## config.mk

```make
export PLATFORM = sky130hd
export DESIGN_NAME = instr_sequencer
export DESIGN_NICKNAME = d
export VERILOG_FILES = /design/src/rtl/cpu_pkg.sv /design/src/rtl/instr_sequencer.sv
export SDC_FILE = /design/constraint.sdc
export NUM_CORES = 1
export LEC_CHECK = 0
export ABC_CLOCK_PERIOD_IN_PS = 2360
export BUFFER_PORTS_ARGS = -buffer_cell sky130_fd_sc_hd__buf_2
export CAP_MARGIN = 20
export CORE_UTILIZATION = 46
export CTS_CLUSTER_DIAMETER = 50
export CTS_CLUSTER_SIZE = 20
export DETAILED_ROUTE_END_ITERATION = 10
export GPL_ROUTABILITY_DRIVEN = 0
export PLACE_DENSITY_LB_ADDON = 0.2
export SLEW_MARGIN = 15
export SYNTH_ARGS = -nofsm -noshare
export SYNTH_HDL_FRONTEND = slang
export SYNTH_SLANG_ARGS = --single-unit
```

## constraint.sdc

```tcl
create_clock -name clk -period 2.36 [get_ports clk]
set_input_delay 0.472 -clock clk [delete_from_list [all_inputs] [get_ports clk]]
set_output_delay 0.472 -clock clk [all_outputs]
set_load 0.01 [all_outputs]
```

## src/rtl/cpu_pkg.sv

```systemverilog
`default_nettype none
// ============================================================================
// Module      : cpu_pkg
// Description : Shared definitions for the 60-bit processor core: sequencer
//               state encoding, opcode class boundaries, instruction field
//               geometry and the opcode class-decode helpers used by both the
//               instruction sequencer and the control decoder.
// Revision    : 1.0 - initial release
// ============================================================================
package cpu_pkg;

    // Instruction geometry: the opcode sits in the top OPC_W bits.
    localparam int CPU_INSTR_W = 60;
    localparam int OPC_W       = 4;
    localparam int OPC_MSB     = CPU_INSTR_W - 1;

    // Sequencer state encoding (exposed on the debug state port).
    typedef enum logic [2:0] {
        FETCH  = 3'd0,
        DECODE = 3'd1,
        EXEC   = 3'd2,
        WB     = 3'd3,
        HALT   = 3'd4
    } state_t;

    // Opcode classes.
    localparam logic [OPC_W-1:0] OP_HALT     = 4'd0;
    localparam logic [OPC_W-1:0] OP_R_FIRST  = 4'd1;
    localparam logic [OPC_W-1:0] OP_R_LAST   = 4'd8;
    localparam logic [OPC_W-1:0] OP_I_FIRST  = 4'd9;
    localparam logic [OPC_W-1:0] OP_I_LAST   = 4'd11;
    localparam logic [OPC_W-1:0] OP_BR_FIRST = 4'd12;

    function automatic logic is_rtype(input logic [OPC_W-1:0] op);
        return (op >= OP_R_FIRST) && (op <= OP_R_LAST);
    endfunction

    function automatic logic is_itype(input logic [OPC_W-1:0] op);
        return (op >= OP_I_FIRST) && (op <= OP_I_LAST);
    endfunction

    // Branches occupy the top of the opcode space (12..15).
    function automatic logic is_branch(input logic [OPC_W-1:0] op);
        return (op >= OP_BR_FIRST);
    endfunction

endpackage
`default_nettype wire

```

## src/rtl/instr_sequencer.sv

```systemverilog
`default_nettype none
// ============================================================================
// Module      : instr_sequencer
// Description : Multi-cycle fetch/decode/execute/writeback sequencer. Owns the
//               PC and instruction register, handshakes with instruction
//               memory and the ALU, and sequences register-file writes and PC
//               updates (including taken branches). One instruction in
//               flight at a time.
// Ports       : clk, rst                 - clock, synchronous active-high reset
//               imem_req/addr/valid/instr - instruction fetch handshake
//               opcode                    - IR opcode to control decoder
//               alu_start/done, branch_taken - ALU launch / completion
//               reg_we                    - register-file write strobe
//               pc, halted, state         - status / debug
// Revision    : 1.0 - initial release
// ============================================================================
module instr_sequencer
    import cpu_pkg::*;
#(
    parameter int                ADDR_W  = 16,
    parameter int                INSTR_W = CPU_INSTR_W,
    parameter logic [ADDR_W-1:0] RST_PC  = '0
) (
    input  logic               clk,
    input  logic               rst,
    output logic               imem_req,
    output logic [ADDR_W-1:0]  imem_addr,
    input  logic               imem_valid,
    input  logic [INSTR_W-1:0] imem_instr,
    output logic [OPC_W-1:0]   opcode,
    output logic               alu_start,
    input  logic               alu_done,
    input  logic               branch_taken,
    output logic               reg_we,
    output logic [ADDR_W-1:0]  pc,
    output logic               halted,
    output logic [2:0]         state
);

    localparam logic [ADDR_W-1:0] c_pc_one = 1;

    state_t              r_state;
    state_t              w_state_next;
    logic [ADDR_W-1:0]   r_pc;
    logic [ADDR_W-1:0]   w_pc_next;
    logic [INSTR_W-1:0]  r_ir;
    logic [INSTR_W-1:0]  w_ir_next;
    // Set once the ALU launch pulse has been issued for the current EXEC
    // visit; alu_done is only honoured while this is set.
    logic                r_launched;
    logic                w_launched_next;
    logic [OPC_W-1:0]    w_opcode;
    logic                w_unused_ir_bits;

    assign w_opcode  = r_ir[INSTR_W-1 -: OPC_W];
    assign opcode    = w_opcode;
    assign pc        = r_pc;
    assign imem_addr = r_pc;
    assign state     = r_state;

    // IR bits between the branch target field and the opcode belong to the
    // decoder/register file; the sequencer itself never looks at them.
    assign w_unused_ir_bits = ^r_ir[INSTR_W-OPC_W-1:ADDR_W];

    always_ff @(posedge clk) begin
        if (rst) begin
            r_state    <= FETCH;
            r_pc       <= RST_PC;
            r_ir       <= '0;
            r_launched <= 1'b0;
        end else begin
            r_state    <= w_state_next;
            r_pc       <= w_pc_next;
            r_ir       <= w_ir_next;
            r_launched <= w_launched_next;
        end
    end

    always_comb begin
        w_state_next    = r_state;
        w_pc_next       = r_pc;
        w_ir_next       = r_ir;
        w_launched_next = r_launched;
        // Strobes are forced low while rst is held so that an aborted
        // operation never emits a stray pulse during reset.
        imem_req        = 1'b0;
        alu_start       = 1'b0;
        reg_we          = 1'b0;
        halted          = 1'b0;

        case (r_state)
            FETCH: begin
                imem_req = !rst;
                // A valid in the very cycle the request rises is accepted.
                if (imem_valid) begin
                    w_ir_next    = imem_instr;
                    w_state_next = DECODE;
                end
            end

            DECODE: begin
                // Single cycle covering the control decoder's register stage.
                w_state_next = (w_opcode == OP_HALT) ? HALT : EXEC;
            end

            EXEC: begin
                if (!r_launched) begin
                    alu_start       = !rst;
                    w_launched_next = 1'b1;
                end else if (alu_done) begin
                    w_launched_next = 1'b0;
                    if (is_branch(w_opcode)) begin
                        w_pc_next    = branch_taken ? r_ir[ADDR_W-1:0]
                                                    : r_pc + c_pc_one;
                        w_state_next = FETCH;
                    end else begin
                        w_state_next = WB;
                    end
                end
            end

            WB: begin
                reg_we       = !rst;
                w_pc_next    = r_pc + c_pc_one;
                w_state_next = FETCH;
            end

            HALT: begin
                // Sticky; pc stays at the halt instruction's address.
                halted = !rst;
            end

            default: begin
                w_state_next = FETCH;
            end
        endcase
    end

endmodule
`default_nettype wire

```

==> results of run 1 <==
layer usage:
layer,track usage,vias to the layer above,part of all wire
met4,0.0778,0,0.0066
met1,0.324,973,0.50
met2,0.320,76,0.43
met3,0.0408,5,0.065
li1,-,1085,-
met5,0,-,0
flip-flops by register name (all words and copies together) (netlist names):
name and count:
r_ir 20, state 3, imem_addr 16, r_launched 1
cell families after synthesis:
group | share of synthesized area
buf+inv | 0.127
fa+ha+maj | 0.00568
mux | 0.0136
compound gates | 0.236
flops | 0.363
simple gates | 0.255
worst paths after layout:
kind | start | to | slack [ns] | depth (start not counted)
worst max-delay path | state[0]$_SDFFE_PP0P_ | imem_addr[15]$_SDFFE_PP0P_ | 0.41 | 4
worst min-delay path | imem_instr[5] | r_ir[5]$_SDFFE_PP0P_ | 0.41 | 3
worst max register to register | state[0]$_SDFFE_PP0P_ | imem_addr[15]$_SDFFE_PP0P_ | 0.41 | 4
worst min register to register | r_ir[2]$_SDFFE_PP0P_ | r_ir[2]$_SDFFE_PP0P_ | 0.46 | 2
cells in the mapped netlist (2+ instances only):
master,number,area [µm²]
o21ai_0,9,45.0
a31oi_1,2,12.5
nand2b_1,2,12.5
or4_1,4,30.0
a211oi_1,2,15.0
and3_1,5,31.3
nor2_1,4,15.0
nand3_1,12,60.1
mux2i_1,3,30.0
nor4_1,2,12.5
o32ai_1,9,78.8
inv_1,10,37.5
a22oi_1,3,22.5
or3_1,6,37.5
dfxtp_1,40,801
a2111oi_0,3,26.3
or2_2,2,12.5
a21oi_1,43,215
buf_2,2,10.0
o31a_1,5,43.8
nor3_1,4,20.0
clkbuf_2,2,10.0
nor2b_1,3,18.8
clkbuf_1,18,67.6
nand2_1,48,180
buf_4,20,150
nand4_1,6,37.5
worst max-delay path, cell delays in order, from the launching register on:
cell and delay [ns]:
dfxtp_1 0.66, a41oi_1 0.13, or2_1 0.37, or4b_1 0.55, a31oi_1 0.17
power by group:
group | switching, mW | internal, mW
clock network | 0.249 | 0.237
registers | 0.0677 | 0.728
logic | 0.176 | 0.127
cell type report:
| type | instances | area share |
|---|---|---|
| repair buffers | 72 | 0.149 |
| well taps | 52 | 0.0260 |
| inverters | 10 | 0.0150 |
| clock buffers | 6 | 0.0330 |
| flip-flops and latches | 40 | 0.320 |
| clock inverters | 2 | 0.00600 |
| multi-input cells | 195 | 0.451 |
==> flow_summary.ini, run 1 <==
[layout]
layout.cells.non_filler = 377
final_util = 0.559
final-seq-area_um2 = 801
area_growth_pct = 13.6
multi_input_area_mm2 = 0.00113
layout_commonest_cell = buf_2
antenna_cells_inserted = 0
drive_gt1_frac = 0.268
fill_cells = 463
mostFrequentLayoutCells = 67 x buf_2, 48 x nand2_1, 43 x a21oi_1, 40 x dfxtp_1, 12 x nand3_1
nets = 390
design_area_mm2 = 0.00250

[detailed_routing]
drt_iter0_markers = 216
drcViolationCount = 5
vias = 2139
drtAntennaViolNets = 0
viasPerCell = 5.67
dr.pass1.iters = 7
routed_wirelength_um = 5340
wl_per_cell_um = 14.2

[timing]
period_minus_slack_ns = 1.95
fin_worst_skew_ns = 0.00486
grt_setup_unrepaired = no
fin_ws_ns = 0.406
finalMaxSlewViolations = 0
relSlewSlack = 0.498
fin_tns_setup_ns = 0
fin_crit_sh = 0.828
setup_viol = 0
hold_viol_final = 0
worst_pin_slew_ns = 0.753
fin_hold_ws_ns = 0.409
fmax_ghz = 0.512

[synthesis]
seq_area_frac_synth = 0.363
syn_area_mm2 = 0.00220
synthFlopType = dfxtp_1
synth_edf_count = 0
ys_types = 46
ys_warn_count = 0
yosys_register_bits = 40
synthCells = 288
syn_nets = 354
synthArstFlopShare = 0
avgSynthCellArea_um2 = 7.65

[clock_tree]
cts_root_buffer = clkbuf_8
cts_setup_buffers = 0
htreeDepth = 2
numCtsBuffers = 5
cts_tree = built
post_cts_resized = 0
cts.sinks = 40
cts_buffer_depth = 2
holdBufCountCts = 0
clk_latency_ns = 0.29
clkTransAtPathRegs_ns = 0.08

[floorplan]
num_io_pins = 108
die-height_um = 71.2
die_w_um = 71.2
rows = 24
die_area_mm2 = 0.00507
start_util = 0.492
core_mm2 = 0.00447

[worst_setup_path]
crit_fanout = 17
worstPathArrival_ns = 2.18
crit_type = reg -> reg
worstSetupStartpointType = flop
crit_required_ns = 2.58
worstSetupEndpointType = flop

[power]
p_leak_nw = 1.00
p_per_area_mw_per_mm2 = 633
total_power_mw = 1.59
max-vdd-ir-drop_v = 0.000322

[global_routing]
grt_pass1_vias = 1857
grt_first_pass_wirelength_um = 8890
antenna_found_initial = 0
grt_max_degree = 26
track_usage = 0.220
gr-total-overflow = 0

[run_status]
status = finished with violations
violations = DRC

[placement]
placed_cells = 369
dpl_worst_slack_ns = 0.393
port_buffers = 67
placed_area_mm2 = 0.00240
dp_hpwl_um = 3690

[worst_hold_path]
hold_path_class = in -> reg

[job]
drv_cap = 0
Power figures use the tool's default switching activity.
==> run 2: changes to the inputs <==
ABC_CLOCK_PERIOD_IN_PS = 1900   (was 2360)
clock period = 1.9 ns   (was 2.36 ns; I/O delays follow)
==> flow_summary.ini, run 2 (same netlist as run 1, synthesis figures left out) <==
[worst_hold_path]
min_path_cells = 3
hold_path_class = in -> reg
holdPathEnd = r_ir[56]$_SDFFE_PP0P_
min_from = imem_instr[56]

[clock_tree]
cts_setup_buffers = 0
cts_root_buffer = clkbuf_8
numCtsBuffers = 5
cts_tree = built
cts.sinks = 40
cts_buffer_depth = 2
clkTransAtPathRegs_ns = 0.08
clk_latency_ns = 0.29
htreeDepth = 2

[worst_setup_path]
worstSetupEndpointType = flop
reg2reg_to = imem_addr[10]$_SDFFE_PP0P_
crit_required_ns = 2.10
worstSetupStartpointType = flop
crit_buf_inv = 0
crit_family = simple AND/OR/NAND/NOR gates
crit_type = reg -> reg
crit_chain = ha_2 > nand3_1 > or4_1 > o31a_1 > o32ai_1
cp_slowest_stage_delay_ns = 0.54
r2r_start = imem_addr[1]$_SDFFE_PP0P_
r2r_slack_ns = 0.09
crit_fanout = 5
crit_slowest_cell = or4_1
worstPathArrival_ns = 2.01
worstRegToRegCells = 5

[layout]
fill_cells = 420
antenna_cells_inserted = 0
final-seq-area_um2 = 802
drive_gt1_frac = 0.324
layout.cells.non_filler = 401
area_growth_pct = 23.0
nets = 414
mostFrequentLayoutCells = 67 x buf_2, 48 x nand2_1, 43 x a21oi_1, 39 x dfxtp_1, 29 x buf_4
layout_commonest_cell = buf_2
multi_input_area_mm2 = 0.00113
largest_register_ffs = 20
largest-register = r_ir

[detailed_routing]
drt_iter0_markers = 232
routed_wirelength_um = 5660
vias = 2297
drcViolationCount = 5
dr.pass1.iters = 9
viasPerCell = 5.73
drtAntennaViolNets = 0
wl_per_cell_um = 14.1

[placement]
dp_hpwl_um = 4050
placed_cells = 393
port_buffers = 67

[power]
seq_power_share = 0.446
p_clk_frac = 0.344
p_sw_frac = 0.290
p_leak_nw = 1.14
p_int_mw = 1.52
p_switching_mw = 0.622
p_per_area_mw_per_mm2 = 792
max-vdd-ir-drop_v = 0.000446
pwr-share-comb = 0.209

[floorplan]
rows = 24
die_area_mm2 = 0.00507
die_w_um = 71.2
num_io_pins = 108
start_util = 0.492
die-height_um = 71.2
core_mm2 = 0.00447

[job]
drv_cap = 0

[global_routing]
use_met1 = 0.361
grt_use_met2 = 0.346
use_met3 = 0.0492
grt_max_degree = 23
grt_pass1_vias = 2014
antenna_found_initial = 0
track_usage = 0.243
gr-total-overflow = 0
busiest_layer = met1
grt_first_pass_wirelength_um = 9840

[timing]
fin_worst_skew_ns = 0.00759
period_minus_slack_ns = 1.81
grt_setup_unrepaired = no
relSlewSlack = 0.562
setup_viol = 0
worst_pin_slew_ns = 0.656
hold_viol_final = 0
fin_crit_sh = 0.955
finalMaxSlewViolations = 0
fin_tns_setup_ns = 0
fmax_ghz = 0.551

[run_status]
violations = DRC
status = finished with violations
[run 2: cell types whose count changed in the layout (fill, tap and decap cells not counted)]
cell and change:
ha_2 +1, dfxtp_2 +1, clkinvlp_4 -2, ha_1 -1
clkinv_4 +1, bufinv_16 +1, dfxtp_1 -1, buf_4 +24
[run 2: power by group through the flow]
stage / Combinational, mW / Clock, mW / Sequential (mW)
finish: 0.449 / 0.739 / 0.958
global placement: 0.441 / 0 / 0.974
detailed placement: 0.448 / 0 / 0.976
global route: 0.509 / 0.786 / 0.968
CTS: 0.449 / 0.745 / 0.956
floorplan: 0.301 / 0 / 0.972
[run 2: per-layer routing]
metal | vias up | part of all wire
met5 | - | 0
met4 | 0 | 0.015
met3 | 18 | 0.075
met2 | 109 | 0.42
met1 | 1036 | 0.49
li1 | 1134 | -
[run 2: what timing repair did]
item / in CTS / in global routing
resized for setup: 0 / 2
endpoints found under the setup margin: 0 / 1
hold buffers: 0 / 0
[run 2: through the flow]
stage / hold WS, ns / area, µm² / setup WS [ns] / util / power (mW)
after floorplan: 0.432 / 2200 / 0.158 / - / 1.27
after global placement: 0.439 / 2580 / 0.146 / 0.578 / 1.42
after detailed placement: 0.447 / 2580 / 0.112 / 0.578 / 1.42
after CTS: 0.316 / 2710 / 0.0606 / 0.605 / 2.15
after global routing: 0.320 / 2710 / 0.0287 / 0.606 / 2.26
final: 0.320 / 2710 / 0.0859 / 0.606 / 2.15
[run 2: worst max path at each step]
stage	start	endpoint	slack, ns	cells after the start
detailed placement	imem_addr[0]$_SDFFE_PP0P_	imem_addr[10]$_SDFFE_PP0P_	0.11	5
global route	imem_addr[1]$_SDFFE_PP0P_	imem_addr[10]$_SDFFE_PP0P_	0.03	5
CTS	imem_addr[0]$_SDFFE_PP0P_	imem_addr[10]$_SDFFE_PP0P_	0.06	5
floorplan	imem_addr[0]$_SDFFE_PP0P_	imem_addr[10]$_SDFFE_PP0P_	0.16	5
finish	imem_addr[1]$_SDFFE_PP0P_	imem_addr[10]$_SDFFE_PP0P_	0.09	5
global placement	imem_addr[0]$_SDFFE_PP0P_	imem_addr[10]$_SDFFE_PP0P_	0.15	5
[run 2: cell type report]
class / count / area share
Clock buffer: 6 / 0.0305
Clock inverter: 2 / 0.0143
Inverter: 10 / 0.0139
Multi-Input combinational cell: 195 / 0.417
Sequential cell: 40 / 0.296
Tap cell: 52 / 0.0240
Timing Repair Buffer: 96 / 0.204
[run 2: worst reg2reg max path, stage by stage (launching register included)]
cell and delay (ns):
dfxtp_1 0.40, ha_2 0.25, nand3_1 0.13, or4_1 0.54, o31a_1 0.27, o32ai_1 0.13
